<file path="src/rtl/regfile_pkg.sv">
// Shared defaults and types for the scoreboarded register file.
package regfile_pkg;

  localparam int unsigned DATA_W_DEF   = 32;
  localparam int unsigned NUM_REGS_DEF = 16;
  localparam int unsigned PC_IDX_DEF   = 15;
  localparam int unsigned ADDR_W_DEF   = $clog2(NUM_REGS_DEF);

  typedef logic [ADDR_W_DEF-1:0] reg_addr_t;
  typedef logic [DATA_W_DEF-1:0] reg_data_t;

endpackage

</file>
<file path="src/rtl/regfile_scoreboard.sv">
// Pending-write scoreboard: one busy bit per register plus the read-hazard stall flag.
module regfile_scoreboard
  import regfile_pkg::*;
#(
  parameter int unsigned NUM_REGS = NUM_REGS_DEF,
  parameter int unsigned PC_IDX   = PC_IDX_DEF,
  localparam int unsigned ADDR_W  = $clog2(NUM_REGS)
) (
  input  logic                clk,
  input  logic                rst,
  input  logic                re,
  input  logic [ADDR_W-1:0]   rm,
  input  logic [ADDR_W-1:0]   rn,
  input  logic                we_RF,
  input  logic [ADDR_W-1:0]   rd,
  input  logic                issue_en,
  input  logic [ADDR_W-1:0]   issue_rd,
  output logic [NUM_REGS-1:0] busy,
  output logic                stall
);

  localparam logic [ADDR_W-1:0] PC_ADDR = ADDR_W'(PC_IDX);

  logic [NUM_REGS-1:0] busy_q;
  logic [NUM_REGS-1:0] busy_d;
  logic                hz_a;
  logic                hz_b;

  // Completing write clears first so a same-cycle issue to that register wins.
  always_comb begin
    busy_d = busy_q;
    if (we_RF) begin
      busy_d[rd] = 1'b0;
    end
    if (issue_en && (issue_rd != PC_ADDR)) begin
      busy_d[issue_rd] = 1'b1;
    end
  end

  always_ff @(posedge clk or posedge rst) begin
    if (rst) begin
      busy_q <= '0;
    end else begin
      busy_q <= busy_d;
    end
  end

  // A register being written this cycle is satisfied by the bypass, not a hazard.
  always_comb begin
    stall = 1'b0;
    hz_a  = busy_q[rm] && !(we_RF && (rd == rm));
    hz_b  = busy_q[rn] && !(we_RF && (rd == rn));
    if (!rst && re) begin
      stall = hz_a || hz_b;
    end
  end

  assign busy = busy_q;

endmodule

</file>
<file path="src/rtl/regfile_pipe.sv">
// Two-read/one-write register file with registered reads, write-first bypass,
// a PC alias register and a pending-write scoreboard.
module regfile_pipe
  import regfile_pkg::*;
#(
  parameter int unsigned DATA_W   = DATA_W_DEF,
  parameter int unsigned NUM_REGS = NUM_REGS_DEF,
  parameter int unsigned PC_IDX   = PC_IDX_DEF,
  localparam int unsigned ADDR_W  = $clog2(NUM_REGS)
) (
  input  logic                             clk,
  input  logic                             rst,
  input  logic                             re,
  input  logic [ADDR_W-1:0]                rm,
  input  logic [ADDR_W-1:0]                rn,
  input  logic                             we_RF,
  input  logic [ADDR_W-1:0]                rd,
  input  logic [DATA_W-1:0]                WD3,
  input  logic                             issue_en,
  input  logic [ADDR_W-1:0]                issue_rd,
  input  logic [DATA_W-1:0]                pc_in,
  output logic [DATA_W-1:0]                RD1,
  output logic [DATA_W-1:0]                RD2,
  output logic                             stall,
  output logic [NUM_REGS-1:0]              busy,
  output logic [NUM_REGS-1:0][DATA_W-1:0]  registerBank
);

  localparam logic [ADDR_W-1:0] PC_ADDR = ADDR_W'(PC_IDX);

  logic [NUM_REGS-1:0][DATA_W-1:0] reg_q;
  logic [DATA_W-1:0]               rd1_nxt;
  logic [DATA_W-1:0]               rd2_nxt;
  logic                            wr_ok;

  // The PC slot is never written, so it stays at its reset value of zero.
  assign wr_ok = we_RF && (rd != PC_ADDR);

  always_ff @(posedge clk or posedge rst) begin
    if (rst) begin
      reg_q <= '0;
    end else if (wr_ok) begin
      reg_q[rd] <= WD3;
    end
  end

  // PC alias takes priority, then the same-cycle write, then the array.
  assign rd1_nxt = (rm == PC_ADDR)          ? pc_in :
                   (we_RF && (rd == rm))    ? WD3   : reg_q[rm];
  assign rd2_nxt = (rn == PC_ADDR)          ? pc_in :
                   (we_RF && (rd == rn))    ? WD3   : reg_q[rn];

  always_ff @(posedge clk or posedge rst) begin
    if (rst) begin
      RD1 <= '0;
      RD2 <= '0;
    end else if (re) begin
      RD1 <= rd1_nxt;
      RD2 <= rd2_nxt;
    end
  end

  regfile_scoreboard #(
    .NUM_REGS (NUM_REGS),
    .PC_IDX   (PC_IDX)
  ) u_scoreboard (
    .clk      (clk),
    .rst      (rst),
    .re       (re),
    .rm       (rm),
    .rn       (rn),
    .we_RF    (we_RF),
    .rd       (rd),
    .issue_en (issue_en),
    .issue_rd (issue_rd),
    .busy     (busy),
    .stall    (stall)
  );

  assign registerBank = reg_q;

endmodule

</file>
<file path="config.mk">
export PLATFORM = sky130hd
export DESIGN_NAME = regfile_pipe
export DESIGN_NICKNAME = d
export VERILOG_FILES = /design/src/rtl/regfile_pkg.sv /design/src/rtl/regfile_scoreboard.sv /design/src/rtl/regfile_pipe.sv
export SDC_FILE = /design/constraint.sdc
export NUM_CORES = 1
export LEC_CHECK = 0
export BUFFER_PORTS_ARGS = -buffer_cell sky130_fd_sc_hd__buf_2
export CORE_AREA = 4 4 265 267
export DETAILED_ROUTE_END_ITERATION = 6
export DIE_AREA = 0 0 269 271
export PLACE_DENSITY = 0.69
export SETUP_SLACK_MARGIN = 0.2
export SYNTH_ARGS = -nofsm -noshare
export SYNTH_HDL_FRONTEND = slang
export SYNTH_SLANG_ARGS = --single-unit
export TNS_END_PERCENT = 5
</file>
<file path="constraint.sdc">
create_clock -name clk -period 29 [get_ports clk]
set_input_delay 5.8 -clock clk [delete_from_list [all_inputs] [get_ports clk]]
set_output_delay 5.8 -clock clk [all_outputs]
set_load 0.01 [all_outputs]
</file>
# After elaboration in Yosys (flattened, before gate mapping)
# Index checks and enable logic that the tools add are counted.
[classes]
magnitude_cmp = 6
eq_ne = 6
muxes = 22
n_bitwise = 3
n_reduce_logical = 13
[ops]
columns = ["op", "count"]
rows = [
  ["$bwmux W512", 1],
  ["$bmux W32 S4", 2],
  ["$mux W32", 7],
  ["$demux W32 S4", 1],
  ["$mux W16", 2],
  ["$lt A4 B5 Y1 const B", 4],
  ["$and A16 B16 Y16", 1],
  ["$not A16 Y16", 1],
  ["$or A16 B16 Y16", 1],
  ["$logic_and A1 B1 Y1", 9],
  ["$bmux W1 S4", 2],
  ["$demux W1 S4", 2],
  ["$eq A4 B4 Y1", 2],
  ["$eq A4 B4 Y1 const B", 2],
  ["$ge A4 B1 Y1 const B", 2],
  ["$ne A4 B4 Y1 const B", 2],
  ["$mux W1", 5],
  ["$logic_not A1 Y1", 3],
  ["$logic_or A1 B1 Y1", 1],
]
[totals]
register_bits = 592
input_bits = 85
out_inout_bits = 593
elab_cells = 69

# Logic depth before layout (Yosys ltp)
[logic_depth]
word_depth = 9
depth_mapped = 8
depth_no_buf = 4

# By module
# Synthesis repeated with hierarchy kept, for this count alone.
[unflattened]
hier_cells = 2164
hier_area_um2 = 30648.1
[by_module_without_submodules]
columns = ["module", "n_inst", "cells_per_inst", "area_each_um2", "seq_area_each_um2"]
rows = [
  ["regfile_pipe", 1, 2063, 29585.9, 14413.8],
  ["regfile_scoreboard", 1, 101, 1062.3, 400.4],
]

# Least setup slack after synthesis
# OpenSTA, ideal clock, no wires.
[synth_path]
path_type = "input port to output port"
startpoint = "in rm[0]"
endpoint = "out stall"
t_arrival_ns = 7.231
t_required_ns = 23.200
setup_slack_ns = 15.969
stages = 6
path_buffers = 3
path_cell_list = "buf_4 buf_4 buf_4 mux4_2 o22a_1 a31o_1"
[synth_between]
elab_chain_cells = 6
word_cells_on_any_way = 8
cone_classes = "eq/ne: 1; mux: 3; reduce/logical: 4"
[synth_rtl]
columns = ["item", "line_no", "rtl"]
rows = [
  ["start, declared", "regfile_pipe.sv:14", "input logic [ADDR_W-1:0] rm,"],
  ["parallel branches: the longest is 3 deep, another holds $bmux W1 S4", "-", ""],
  ["$logic_and A1 B1 Y1 *", "regfile_scoreboard.sv:51", "hz_a = busy_q[rm] && !(we_RF && (rd == rm));"],
  ["$logic_or A1 B1 Y1 *", "regfile_scoreboard.sv:54", "stall = hz_a || hz_b;"],
  ["$mux W1 *", "regfile_scoreboard.sv:53", "if (!rst && re) begin"],
  ["end, declared", "regfile_pipe.sv:24", "output logic stall,"],
]
# Mark *: on every way between the ends. The select of a mux whose other input is x is not followed.

# Worst setup path in the final report
[layout_path]
startpoint = "in rn[2]"
endpoint = "out stall"
[layout_between]
elab_chain_cells = 6
word_cells_on_any_way = 8
cone_classes = "eq/ne: 1; mux: 3; reduce/logical: 4"
[layout_rtl]
columns = ["item", "line_no", "rtl"]
rows = [
  ["start, declared", "regfile_pipe.sv:15", "input logic [ADDR_W-1:0] rn,"],
  ["parallel branches: the longest is 3 deep, another holds $bmux W1 S4", "-", ""],
  ["$logic_and A1 B1 Y1 *", "regfile_scoreboard.sv:52", "hz_b = busy_q[rn] && !(we_RF && (rd == rn));"],
  ["$logic_or A1 B1 Y1 *", "regfile_scoreboard.sv:54", ""],
  ["$mux W1 *", "regfile_scoreboard.sv:53", ""],
]
# Marked as above.

==> impl_metrics.py <==
metrics = {
    "die": {
        "ios": 678,
        "rows": 96,
        "start_util_pct": 45.75,
        "die-area_mm2": 0.07290,
        "die_h_um": 271,
        "die_w_um": 269,
        "core_mm2": 0.06811,
    },
    "sta": {
        "report.final.slew_viol_count": 0,
        "finalSetupViolCount": 0,
        "fin_tns_setup_ps": 0,
        "rsz0062_at_grt": "no",
        "worst_pin_slew_ps": 1257,
        "skew_ps": 30.74,
        "period_minus_slack_ps": 14330,
        "max_freq_mhz": 69.81,
        "min_period_over_period_pct": 49.40,
        "slew-limit-headroom_pct": 15.91,
        "finalHoldViolCount": 0,
    },
    "synthesis": {
        "yosys-top-cells-area": "dfrtp_1 48%, mux2_2 19%, mux4_2 12%",
        "synth_edf_count": 0,
        "synth.most_common_cell": "dfrtp_1",
        "syn_inst": 2304,
        "yosysUniqueCellTypes": 44,
        "yosysTopAreaCell": "dfrtp_1",
        "synth_top_area_share_pct": 47.54,
        "synthArstFlopShare_pct": 100.0,
        "syn_nets": 2389,
        "netlist_area_mm2": 0.03116,
        "ys_ff_latch": 592,
        "synth-main-ff-cell": "dfrtp_1",
        "synth-seq-area-share_pct": 47.54,
        "yosys-top-cells-count": "592 x dfrtp_1, 513 x mux2_2, 184 x mux2i_1",
        "syn_avg_cell_area_um2": 13.52,
        "ys_warn_count": 0,
    },
    "worst_setup_path": {
        "r2r-start": "registerBank[128]",
        "critical_path_class": "primary input to primary output",
        "crit_required_ps": 23200,
        "r2r_slack_ps": 27300,
        "startpoint_type": "primary input",
        "cp-startpoint": "rn[2]",
        "reg2reg_depth": 4,
        "critPathMaxFanout": 46,
        "worstPathArrival_ps": 8530,
        "cp-end-kind": "primary output",
    },
    "cells_and_area": {
        "drive_gt1_share_pct": 53.48,
        "nets": 2925,
        "fill_cells": 5783,
        "syn_to_final_growth_pct": 19.41,
        "postLayoutCellArea_mm2": 0.03721,
    },
    "grt": {
        "grt_pass1_wl_mm": 185.2,
        "grt.total_usage_pct": 34.70,
        "grt_start_max_net_pins": 117,
        "antenna_found_initial": 9,
        "grt.overflow.total": 0,
        "grt_pass1_vias": 25660,
    },
    "route": {
        "route.detailed.drc": 0,
        "drtAntennaViolNets": 0,
        "first_pass_iters": 7,
        "viasPerCell": 6.670,
        "num_vias": 25210,
        "wl_mm": 129.6,
        "drt-initial-drc-count": 2973,
        "post_drt_wl_per_cell_um": 34.28,
    },
    "clock_tree": {
        "root_buffer": "clkbuf_16",
        "clk_latency_ps": 620,
        "htree_levels": 3,
        "cts_resized": 0,
        "cts_buffers": 68,
        "clk_path_buf_depth": 3,
        "cts_hold_buf": 0,
        "clkTransAtPathRegs_ps": 60,
        "clock-sinks": 592,
        "cts_setup_buffers": 0,
        "cts_tree": "built",
    },
    "placement": {
        "routabilityCongestion": 0.9461,
        "port_buffers": 677,
        "hpwl_mm": 84.96,
        "dpl_cell_area_mm2": 0.03493,
    },
    "job": {
        "maxCapViolCount": 0,
    },
    "min_path": {
        "hp-start": "registerBank[510]",
        "worstHoldPathType": "flip-flop to flip-flop",
        "hold_depth": 0,
    },
    "status": {
        "outcome": "complete, no violations",
    },
    "pwr": {
        "irDropWorstVdd_uv": 48.94,
        "power.density_mw_per_mm2": 78.32,
        "leakage_uw": 0.01711,
    },
}
==> per-layer routing <==
layer / global-route usage (%) / wire (um)
met1: 44.12 / 47050
met5: 0 / 39
met3: 10.99 / 15440
met4: 17.62 / 7719
met2: 53.56 / 59300
==> cells in the final DEF, fill, tap and decap left out, types with 8 or more instances in the layout <==
cell	Yosys	layout
buf_2	73	670
dfrtp_1	592	592
mux2_2	513	513
mux2i_1	184	184
mux4_2	167	167
nor2_1	138	130
clkbuf_16	0	68
a22o_1	63	63
nor4_1	62	62
buf_4	14	48
nand2_1	49	46
a21oi_1	34	34
o22ai_1	32	32
a311oi_1	32	32
a221o_1	32	32
a221oi_1	31	31
o21ai_1	28	28
o21ai_0	24	24
clkbuf_8	0	16
clkinv_2	0	12
clkbuf_1	150	12
nor2_4	0	8
==> final cells by class <==
class	instances	area [um^2]	share of cell area [%]
Inverter	3	18.77	0.05044
Sequential cell	592	14810	39.82
Clock buffer	94	1939	5.212
Antenna cell	6	15.01	0.04035
Multi-Input combinational cell	1452	15210	40.88
Timing Repair Buffer	723	3787	10.18
Clock inverter	27	317.8	0.8542
Tap cell	882	1104	2.966
==> path summary, 6_finish.rpt <==
check / endpoint
setup / recovery: stall
hold / removal: registerBank[510]
setup reg to reg: RD1[0]
hold reg to reg: registerBank[510]
max in group asynchronous: registerBank[203]
min in group asynchronous: registerBank[506]
==> metrics by stage <==
step                hold WS (ps)  power (uW)  setup WS (ps)  util (%)  cells
detailed placement         409.7        2039          14810     51.30   3652
floorplan                  521.0        1629           6632         -   2304
global placement           408.2        2010          14830     51.30   3652
global route               439.2        3024          14590     54.63   3778
finish                     422.8        2914          14670     54.63   3779
CTS                        423.4        2911          14800     54.61   3773
==> registers in the layout (all words and copies together), names as in the netlist <==
register / flops
RD2: 32
RD1: 32
u_scoreboard.busy: 16
registerBank: 512
==> power by group <==
part	internal [uW]	total (uW)	switching [uW]
clock network	509	874	365
logic	404	829	425
registers	1000	1210	210
==> worst max-delay path: stages <==
cell and delay (ps):
buf_6 450, buf_4 740, xnor2_1 160, nand3_2 120, buf_4 540, o211a_1 260, a31o_1 130, buf_2 140
==> cell families (layout without fill, tap and decap cells) <==
kind of cell	after synthesis	count (layout)	share of synthesized area, %
buf+inv	260	847	4.052
flops	592	592	47.54
mux	870	870	37.03
compound gates	285	285	6.834
simple gates	290	290	4.349
other cells	0	6	0
xor+xnor	7	7	0.1968
Note: power is estimated with default switching activity, not from simulation.
